<file path="config.mk">
export PLATFORM = sky130hd
export DESIGN_NAME = multicycle_core
export DESIGN_NICKNAME = d
export VERILOG_FILES = /design/src/rtl/multicycle_core.sv
export SDC_FILE = /design/constraint.sdc
export NUM_CORES = 1
export LEC_CHECK = 0
export ABC_AREA = 1
export BUFFER_PORTS_ARGS = -buffer_cell sky130_fd_sc_hd__buf_4
export CORE_UTILIZATION = 35
export DETAILED_ROUTE_END_ITERATION = 16
export GPL_TIMING_DRIVEN = 0
export SLEW_MARGIN = 10
export SYNTH_ARGS = -nofsm -noshare
export SYNTH_HDL_FRONTEND = slang
export SYNTH_SLANG_ARGS = --single-unit
</file>
<file path="constraint.sdc">
create_clock -name clk -period 2.6 [get_ports clk]
set_input_delay 0.26 -clock clk [delete_from_list [all_inputs] [get_ports clk]]
set_output_delay 0.26 -clock clk [all_outputs]
set_load 0.02 [all_outputs]
</file>
<file path="src/rtl/multicycle_core.sv">
// Multicycle accumulator-free core: 4 registers, two-word instructions, one shared
// memory port with a req/ack handshake. Every access holds its request until acked.
module multicycle_core #(
    parameter int          DATA_W   = 8,
    parameter int          ADDR_W   = 8,
    parameter int unsigned RESET_PC = 0
) (
    input  logic              clk,
    input  logic              rst,
    output logic              mem_req,
    output logic              mem_we,
    output logic [ADDR_W-1:0] mem_addr,
    output logic [DATA_W-1:0] mem_wdata,
    input  logic [DATA_W-1:0] mem_rdata,
    input  logic              mem_ack,
    output logic [2:0]        czn,
    output logic              halted
);

    // state    | meaning
    // S_FETCH  | read instruction word at PC
    // S_DECODE | classify opcode held in IR
    // S_FETCH2 | read operand word at PC into TR; resolve jumps
    // S_EXEC   | write ALU/MOV/LDI result and flags
    // S_MEMOP  | LD/ST access at TR
    // S_HALT   | stopped until reset
    typedef enum logic [2:0] {
        S_FETCH, S_DECODE, S_FETCH2, S_EXEC, S_MEMOP, S_HALT
    } state_t;

    state_t state, state_nx;

    logic [DATA_W-1:0] regs [4];
    logic [ADDR_W-1:0] pc;
    logic [DATA_W-1:0] ir, tr;
    logic [2:0]        flags;

    logic [3:0]        op;
    logic [1:0]        rd, rs;
    logic              ack;
    logic              jump_taken;
    logic [DATA_W:0]   sum;
    logic [DATA_W-1:0] alu_res;

    assign op     = ir[DATA_W-1 -: 4];
    assign rd     = ir[3:2];
    assign rs     = ir[1:0];
    assign czn    = flags;
    assign halted = (state == S_HALT);

    // Request is gated by rst so an in-flight access drops the instant reset hits.
    always_comb begin
        mem_req   = ~rst & (state == S_FETCH || state == S_FETCH2 || state == S_MEMOP);
        mem_we    = mem_req & (state == S_MEMOP) & (op == 4'h8);
        mem_addr  = (state == S_MEMOP) ? tr[ADDR_W-1:0] : pc;
        mem_wdata = regs[rd];
    end

    assign ack = mem_req & mem_ack;

    always_comb begin
        sum = '0;
        case (op)
            4'h0: sum = {1'b0, regs[rd]} + {1'b0, regs[rs]};
            4'h1: sum = {1'b0, regs[rd]} + {1'b0, regs[rs]} + {{DATA_W{1'b0}}, flags[2]};
            4'h2: sum = {1'b0, regs[rd]} - {1'b0, regs[rs]};
            4'h3: sum = {1'b0, regs[rd] & regs[rs]};
            4'h4: sum = {1'b0, regs[rd] | regs[rs]};
            4'h5: sum = {1'b0, regs[rs]};
            4'h6: sum = {1'b0, tr};
            default: sum = '0;
        endcase
        alu_res = sum[DATA_W-1:0];
    end

    always_comb begin
        jump_taken = 1'b0;
        case (op)
            4'h9: jump_taken = 1'b1;
            4'hA: jump_taken = flags[1];
            4'hB: jump_taken = flags[2];
            4'hC: jump_taken = flags[0];
            default: jump_taken = 1'b0;
        endcase
    end

    always_comb begin
        state_nx = state;
        case (state)
            S_FETCH:  if (ack) state_nx = S_DECODE;
            S_DECODE: begin
                if (op <= 4'h5)      state_nx = S_EXEC;
                else if (op <= 4'hC) state_nx = S_FETCH2;
                else if (op == 4'hF) state_nx = S_HALT;
                else                 state_nx = S_FETCH;
            end
            S_FETCH2: begin
                if (ack) begin
                    if (op == 4'h6)                      state_nx = S_EXEC;
                    else if (op == 4'h7 || op == 4'h8)   state_nx = S_MEMOP;
                    else                                 state_nx = S_FETCH;
                end
            end
            S_EXEC:   state_nx = S_FETCH;
            S_MEMOP:  if (ack) state_nx = S_FETCH;
            S_HALT:   state_nx = S_HALT;
            default:  state_nx = S_FETCH;
        endcase
    end

    always_ff @(posedge clk or posedge rst) begin
        if (rst) begin
            state <= S_FETCH;
            pc    <= ADDR_W'(RESET_PC);
            ir    <= '0;
            tr    <= '0;
            flags <= '0;
            for (int i = 0; i < 4; i++) regs[i] <= '0;
        end else begin
            state <= state_nx;
            case (state)
                S_FETCH: begin
                    if (ack) begin
                        ir <= mem_rdata;
                        pc <= pc + ADDR_W'(1);
                    end
                end
                S_FETCH2: begin
                    if (ack) begin
                        tr <= mem_rdata;
                        // Target comes straight off the bus: TR loads on this same edge.
                        if (jump_taken) pc <= mem_rdata[ADDR_W-1:0];
                        else            pc <= pc + ADDR_W'(1);
                    end
                end
                S_EXEC: begin
                    regs[rd] <= alu_res;
                    if (op <= 4'h4) flags <= {sum[DATA_W], ~|alu_res, alu_res[DATA_W-1]};
                end
                S_MEMOP: begin
                    if (ack && op == 4'h7) regs[rd] <= mem_rdata;
                end
                default: ;
            endcase
        end
    end

endmodule

</file>
---- Word level (Yosys, flattened, before mapping) ----
Cells that the tools add are included.
storage, ports and cells
  register bits ........................... 62
  output and inout bits ................... 22
  word-level logic and storage cells ...... 95
cells by class
  $add $sub $neg .......................... 4
  order comparisons ....................... 6
  eq/ne operators ......................... 22
  multiplexer cells ....................... 28
  bitwise logic cells ..................... 9
  reductions and logical operators ........ 17
operator list
  cell                                                                              number
  8-bit 2-to-1 mux                                                                  9
  32-bit bitwise mux                                                                2
  32-bit case mux with 2 select lines                                               1
  9-bit case mux with 7 select lines                                                1
  8-bit binary-select mux with 2-bit select                                         2
  32-bit 2-to-1 mux                                                                 1
  4-bit == test, second input constant                                              6
  3-bit 2-to-1 mux                                                                  8
  8-bit demux with 2-bit select                                                     1
  4-bit by 3-bit == test with 1-bit output, second input constant                   4
  8-bit case mux with 2 select lines                                                1
  3-bit case mux with 5 select lines                                                1
  8-bit by 8-bit adder with 9-bit output                                            1
  9-bit by 1-bit adder with 9-bit output                                            1
  8-bit by 8-bit subtractor with 9-bit output                                       1
  8-bit by 1-bit adder with 8-bit output, second input constant                     1
  8-bit bitwise AND                                                                 1
  4-bit by 2-bit == test with 1-bit output, second input constant                   2
  4-bit by 3-bit less-or-equal comparator with 1-bit output, second input constant  2
  8-bit bitwise OR                                                                  1
  2-bit AND reduction                                                               4
  8-bit OR reduction                                                                1
  3-bit by 2-bit == test with 1-bit output, second input constant                   2
  3-bit == test, second input constant                                              2
  18 further kinds                                                                  30

---- Depth between registers and ports, before layout ----
Gate-level depths: netlist of the first run.
  depth after elaboration ................. 9
  mapped depth ............................ 23
  gate-level depth less buffers ........... 23

---- Worst setup path after synthesis of the first run ----
No wires, ideal clock.
  path type ............................... reg2reg
  start point ............................. register ir[2]
  end point ............................... register flags[1] (netlist: czn[1])
  setup time .............................. 0.066 ns
  arrival ................................. 2.995 ns
  data required time ...................... 2.534 ns
  path slack .............................. -0.460 ns
  stages on the path, launching flop included .. 20
  period minus slack after synthesis ...... 3.060 ns
  cell sequence ........................... dfrtp_1 nor2_1 a22oi_1 a21boi_0 o21a_1 inv_1 ha_1 fa_1 ha_1 inv_1 nor3_1 nor2_1 nand3_1 nor2_1 nand2_1 nor2_1 nand3_1 nor2_1 nand2_1 nand2_1
on the way
  longest elaborated chain between the ends .. 9
  elaborated cells between the ends (all ways) .. 12
  classes of those cells .................. add/sub (3); mux (4); bitwise (3); reduce/logical (2)
RTL lines
  element                                      line    text
  from (decl)                                  35      logic [DATA_W-1:0] ir, tr;
  from (signal assigned)                       124     ir <= mem_rdata;
  2-bit inverter with 3-bit output *           n/a
  8-bit binary-select mux with 2-bit select *  n/a
  8-bit 2-to-1 mux * (2 in series)             n/a
  via mem_wdata[0]                             13      output logic [DATA_W-1:0] mem_wdata,
  8-bit by 8-bit adder with 9-bit output       64, 65
  9-bit by 1-bit adder with 9-bit output       65      4'h1: sum = {1'b0, regs[rd]} + {1'b0, regs[rs]} + {{DATA_W{1'b0}}, flags[2]};
  9-bit case mux with 7 select lines *         63      case (op)
  8-bit OR reduction *                         138     if (op <= 4'h4) flags <= {sum[DATA_W], ~|alu_res, alu_res[DATA_W-1]};
  1-bit logical NOT *                          138
  to (signal assigned)                         138
  to (decl)                                    36      logic [2:0] flags;
Mark *: on every way through the listed nets, which the timed path passes. The rest lies on a longest branch. The select of a mux whose other input is x is not followed.
A chain may end at the register's enable or synchronous reset.

---- Final worst setup path of the first run ----
  start point ............................. register ir[2]
  end point ............................... register flags[1] (netlist: czn[1])
on the way
  longest elaborated chain between the ends .. 9
  elaborated cells between the ends (all ways) .. 12
  classes of those cells .................. add/sub (3); mux (4); bitwise (3); reduce/logical (2)
RTL lines
  element                                                   line
  2-bit inverter with 3-bit output (not written as such) *  n/a
  8-bit binary-select mux with 2-bit select *               n/a
  8-bit 2-to-1 mux (not written as such) * (2 in series)    n/a
  8-bit by 8-bit adder with 9-bit output                    64, 65
  9-bit by 1-bit adder with 9-bit output                    65
  9-bit case mux with 7 select lines *                      63
  8-bit OR reduction *                                      138
  1-bit logical NOT *                                       138
Mark *: on every way between the ends. The rest lies on a longest branch, timed or not. The select of a mux whose other input is x is not followed.

==> flow_metrics.tcl, run 1 <==
set metrics [dict create \
    outcome "complete, but fails checks" \
    violations "setup timing" \
    syn_area_per_cell_sq_um 6.435 \
    final_cell_mix "nand2_1, inv_1, nor2_1, dfrtp_1, buf_4" \
    met1_usage_pct 31.76 \
    synthCells 757 \
    cp-end-kind "register" \
    layout.nets 867 \
    overflow 0 \
    place.detailed.hpwl_mm 11.85 \
    rsz0062_at_grt "true" \
    rows 42 \
    insertion_delay_ps 340 \
    vias 5261 \
    gr-usage-met3_pct 3.897 \
    antenna_found_initial 0 \
    num_io_pins 33 \
    cts_tree "built" \
    numCtsBuffers 9 \
    synth-async-reset-ratio_pct 100.0 \
    post_synth_num_cell_types 33 \
    grt_max_degree 63 \
    syn_nets 797 \
    fin_ws_ps -559.5 \
    dp_slack_ps -878.8 \
    synthToLayoutAreaGrowth_pct 29.46 \
    grt_pass1_vias 5102 \
    skew_ps 8.065 \
    ir_drop_v 0.0004275 \
    mostFrequentLayoutCell "nand2_1" \
    tightest_slew_ps 829.2 \
    dp_cells 965 \
    place.gp.congestion 0.9034 \
    cts_sinks 62 \
    holdBufCountCts 0 \
    slew_headroom_pct 44.66 \
    clk_pin_slew_ps 60 \
    ant_nets 0 \
    fin_hold_ws_ps 86.83 \
    initial_utilization_pct 36.35 \
    die_w_um 120.0 \
    setup_viol 35 \
    die_area_sq_um 14390 \
    p_leak_nw 3.171 \
    via_per_inst 5.224 \
    hold_violations 0 \
    synth_edf_count 0 \
    grt_pass1_wl_mm 26.17 \
    power.density_nw_per_um2 1211 \
    drc 0 \
    start_kind "register" \
    yosysSeqAreaShare_pct 31.85 \
    port_buffers 32 \
    crit_fanout 6 \
    worstPathRequired_ps 2870 \
    drtPass1Iterations 5 \
    min_path_type "in -> async" \
    fmax_ghz 0.3165 \
    fp.dieH_um 120.0 \
    p_total_mw 7.639 \
    core_sq_um 13400 \
    fin_crit_sh_pct 121.5 \
    clockBufferDepth 2 \
    period_needed_ps 3159 \
    grt_use_total_pct 23.57 \
    max_cap_violations 0 \
    wl_per_cell_um 15.98 \
    ys_warn_count 0 \
    grt.met2_usage_pct 37.28 \
    drive_gt1_share_pct 22.26 \
    report.final.slew_viol_count 0 \
    syn-cell-area_sq_um 4871 \
    clockRootBuffer "clkbuf_16" \
    cp.arrival_ps 3430 \
    synth-seq-cells 62 \
    path_class "reg -> reg" \
    fin_util_pct 47.06 \
    busiest_layer "met2" \
    ys.flop_type "dfrtp_1" \
    htree_levels 3 \
    layout.cells.non_filler 1007 \
    n_antenna_cell 0 \
    dr.first_iter.drc_count 550 \
    finalWirelength_mm 16.10 \
]
[worst max-delay path, cell delays in order (launching register included)]
cell and delay [ps]:
dfrtp_2 460, nand2_2 110, clkinvlp_4 180, a21boi_2 180, o21a_1 190, inv_2 70, ha_4 160, fa_2 590
ha_4 170, nand3_4 70, nand3_1 130, nand2_2 80, nor3_2 180, nand2_1 100, nor2_1 110, nand3_1 90
nor2_1 110, nand2_1 60, nand2_1 50
[cells by family after synthesis]
group	synth area share, %
adder cells (fa/ha/maj)	7.757
flip-flops	31.85
AO/OA/AOI/OAI	15.93
XOR/XNOR	0.1798
AND/OR/NAND/NOR	34.11
buffers and inverters	10.17
[sequential cells by signal, indices dropped and copies added, names as in the netlist]
name,count
ir,8
state,3
pc,8
tr,8
czn,3
regs,32
[routing by layer]
metal / part of all wire (%) / up-vias
met2: 45 / 185
met3: 5.4 / 41
li1: - / 2599
met4: 3.3 / 0
met5: 0 / -
met1: 46 / 2436
[final cells by class]
class | count | area (sq um)
plain buffers | 16 | 93.84
clock buffers | 11 | 242.7
clock inverters | 4 | 47.55
fillers | 1387 | 7094
inverters | 108 | 414.1
multi-input cells | 569 | 3244
flip-flops and latches | 62 | 1554
well taps | 176 | 220.2
repair buffers | 61 | 489.2
[cells in the mapped netlist (all sizes together), types with 2 or more instances]
master	instances	area share, %
clkbuf	5	0.39
nor3	7	0.72
and2	3	0.39
a31oi	3	0.51
a211oi	2	0.31
buf	13	1.5
inv	108	8.3
nand4	7	0.90
a22oi	10	1.5
dfrtp	62	32
fa	2	0.82
nor2	86	7.0
nand2	227	17
o21ai	66	6.8
a221oi	4	0.72
nand3	71	7.3
o21a	8	1.2
ha	27	6.9
o22ai	4	0.51
a21oi	35	3.7
[stage by stage]
stage                     area (sq um)  TNS, ps
after floorplan                   4920    -5318
after global placement            5380   -31820
after detailed placement          5383   -24020
after CTS                         6147   -12690
after global routing              6306   -18720
final                             6306   -14460
[what timing repair did]
item / CTS / global route
endpoints found under the setup margin: 35 / 44
gates resized for setup: 84 / 37
pin swaps: 26 / 15
setup buffers: 23 / 6
[where the power goes]
group,switching (mW),total [mW],internal (mW)
Combinational,3.01,4.75,1.74
Clock,0.442,1.20,0.759
Sequential,0.378,1.69,1.31
Total,3.83,7.64,3.80
[path summary, 6_finish.rpt]
path | startpoint | end | slack [ps] | cells after the start
worst max-delay path | ir[2] | czn[1] | -560 | 18
worst min-delay path | rst | pc[5] | 90 | 2
worst max register to register | ir[2] | czn[1] | -560 | 18
worst min register to register | regs[8] | regs[8] | 490 | 2
max in group asynchronous | rst | ir[3] | 1930 | 2
min in group clk | mem_rdata[6] | pc[6] | 180 | 3
Power figures use the tool's default switching activity.
==> inputs of run 2 (changes only) <==
--- a/config.mk
+++ b/config.mk
@@ -7,9 +7,11 @@
 export LEC_CHECK = 0
 export ABC_AREA = 1
 export BUFFER_PORTS_ARGS = -buffer_cell sky130_fd_sc_hd__buf_4
+export CORE_ASPECT_RATIO = 2
 export CORE_UTILIZATION = 35
 export DETAILED_ROUTE_END_ITERATION = 16
 export GPL_TIMING_DRIVEN = 0
+export SETUP_SLACK_MARGIN = 0.2
 export SLEW_MARGIN = 10
 export SYNTH_ARGS = -nofsm -noshare
 export SYNTH_HDL_FRONTEND = slang
==> run 2 against run 1 <==
Compared with the run above: the run still ends with setup timing left; critical path depth is 1 lower; register-to-register slack worse by 30 ps; largest cell class unchanged; maximum frequency down 1.1%; largest power group unchanged; cell count down 2.9%.
==> flow_metrics.tcl, run 2 (synthesized netlist as in run 1, its figures left out) <==
set metrics [dict create \
    slew_headroom_pct 57.20 \
    start_kind "register" \
    grt_pass1_wl_mm 25.50 \
    reg2reg_depth 17 \
    dp_cells 945 \
    violations "setup timing" \
    antenna_found_initial 0 \
    htree_levels 3 \
    overflow 0 \
    fin_hold_ws_ps 203.0 \
    clk_pin_slew_ps 60 \
    cp-end-kind "register" \
    die_w_um 85.42 \
    min_path_type "in -> reg" \
    regArea_sq_um 1554 \
    vias 5150 \
    clockRootBuffer "clkbuf_16" \
    place_area_sq_um 5384 \
    layout.cells.non_filler 978 \
    fmax_ghz 0.3132 \
    ir_drop_v 0.0006957 \
    grt_max_degree 54 \
    skew_ps 10.78 \
    setup_viol 35 \
    worstSetupStartpoint "ir[3]" \
    wl_per_cell_um 17.00 \
    cts_sinks 62 \
    layout.nets 858 \
    fin_ws_ps -593.3 \
    insertion_delay_ps 330 \
    drtPass1Iterations 5 \
    tightest_slew_ps 635.3 \
    multi_input_area_sq_um 3198 \
    port_buffers 32 \
    synthToLayoutAreaGrowth_pct 27.33 \
    die_area_sq_um 14420 \
    outcome "complete, but fails checks" \
    n_antenna_cell 0 \
    rows 60 \
    period_needed_ps 3193 \
    dr.first_iter.drc_count 254 \
    numCtsBuffers 9 \
    finalWirelength_mm 16.63 \
    power.density_nw_per_um2 1225 \
    mostFrequentLayoutCell "nand2_1" \
    num_io_pins 33 \
    worstPathRequired_ps 2860 \
    place.gp.congestion 0.8943 \
    r2r-start "ir[3]" \
    drc 0 \
    drive_gt1_share_pct 21.14 \
    report.final.slew_viol_count 0 \
    grt_pass1_vias 4978 \
    worstHoldStart "mem_rdata[4]" \
    top_register "regs" \
    fin_crit_sh_pct 122.8 \
    final_cell_mix "nand2_1, inv_1, nor2_1, dfrtp_1, nand3_1" \
    clockBufferDepth 2 \
    rsz0062_at_grt "true" \
    initial_utilization_pct 36.05 \
    path_class "reg -> reg" \
    grt_use_total_pct 23.53 \
    p_leak_nw 3.159 \
    largest_reg_flops 32 \
    core_sq_um 13510 \
    crit_fanout 5 \
    via_per_inst 5.266 \
    nFillCells 1396 \
    ant_nets 0 \
    max_cap_violations 0 \
    fp.dieH_um 168.8 \
    place.detailed.hpwl_mm 13.10 \
    fin_area_sq_um 6202 \
    cts_tree "built" \
    hold_violations 0 \
    cp.arrival_ps 3460 \
    min_path_cells 3 \
]
[run 2: changes by cell type in the layout (fill, tap and decap cells not counted), sizes merged]
cell / before / now
dlygate4sd3: 0 / 1
clkinvlp: 2 / 1
clkinv: 2 / 4
bufinv: 1 / 2
inv: 107 / 108
clkbuf: 16 / 14
buf: 72 / 62
[run 2: report_power, final]
| part | total, mW | switching [mW] | leakage (nW) | internal (mW) |
|---|---|---|---|---|
| Clock | 1.29 | 0.451 | 0.156 | 0.841 |
| Combinational | 4.62 | 3.01 | 2.19 | 1.61 |
| Sequential | 1.69 | 0.378 | 0.813 | 1.31 |
| Total | 7.60 | 3.83 | 3.16 | 3.76 |
[run 2: timing repair]
item / CTS / global route
gates resized for setup: 60 / 56
endpoints found under the hold margin: 9 / 0
hold buffers: 1 / 0
pin swaps: 15 / 33
endpoints found under the setup margin: 43 / 37
setup buffers: 13 / 3
[run 2: layout make-up]
class                   instances  share of cell area, %
multi-input cells             569                  51.56
flip-flops and latches         62                  25.06
repair buffers                 50                  6.718
inverters                     108                  6.657
clock buffers                   9                  3.631
well taps                     155                  3.127
plain buffers                  18                  1.654
clock inverters                 7                  1.594
[run 2: stage by stage]
| stage | utilization, % | power [mW] | setup TNS (ps) | setup slack, ps |
|---|---|---|---|---|
| 2_1_floorplan | - | 4.287 | -5318 | -259.7 |
| 3_3_place_gp | 39.62 | 5.531 | -36360 | -999.3 |
| 3_5_place_dp | 39.84 | 5.553 | -27750 | -1014 |
| 4_1_cts | 44.19 | 7.255 | -14050 | -552.5 |
| 5_1_grt | 45.90 | 8.170 | -19720 | -754.8 |
| 6_report | 45.90 | 7.595 | -15280 | -593.3 |
[run 2: path summary, 6_finish.rpt]
path	end	slack [ps]
max reg2reg	regs[22]	-590
max	regs[22]	-590
max in group asynchronous	regs[29]	1660
min	pc[4]	200
min in group asynchronous	tr[5]	410
min reg2reg	regs[27]	480
[run 2: worst max-delay path, cell delays in order (launching register included)]
cell	delay (ps)
dfrtp_2	450
inv_2	80
nand2_4	70
inv_4	50
buf_4	120
a22oi_1	140
and2_1	220
inv_1	160
fa_2	660
ha_4	160
nand3_4	90
inv_4	80
nand3_2	90
o21ai_0	210
nand3_2	110
nand4_1	230
nand3_1	110
nand2_1	80
[run 2: per-layer routing]
| metal | vias up | global-route usage (%) | share of wire [%] |
|---|---|---|---|
| met5 | - | 0 | 0 |
| met4 | 0 | 18.19 | 7.2 |
| met3 | 58 | 2.048 | 2.3 |
| met2 | 126 | 44.83 | 55 |
| met1 | 2406 | 22.50 | 36 |
| li1 | 2560 | - | - |
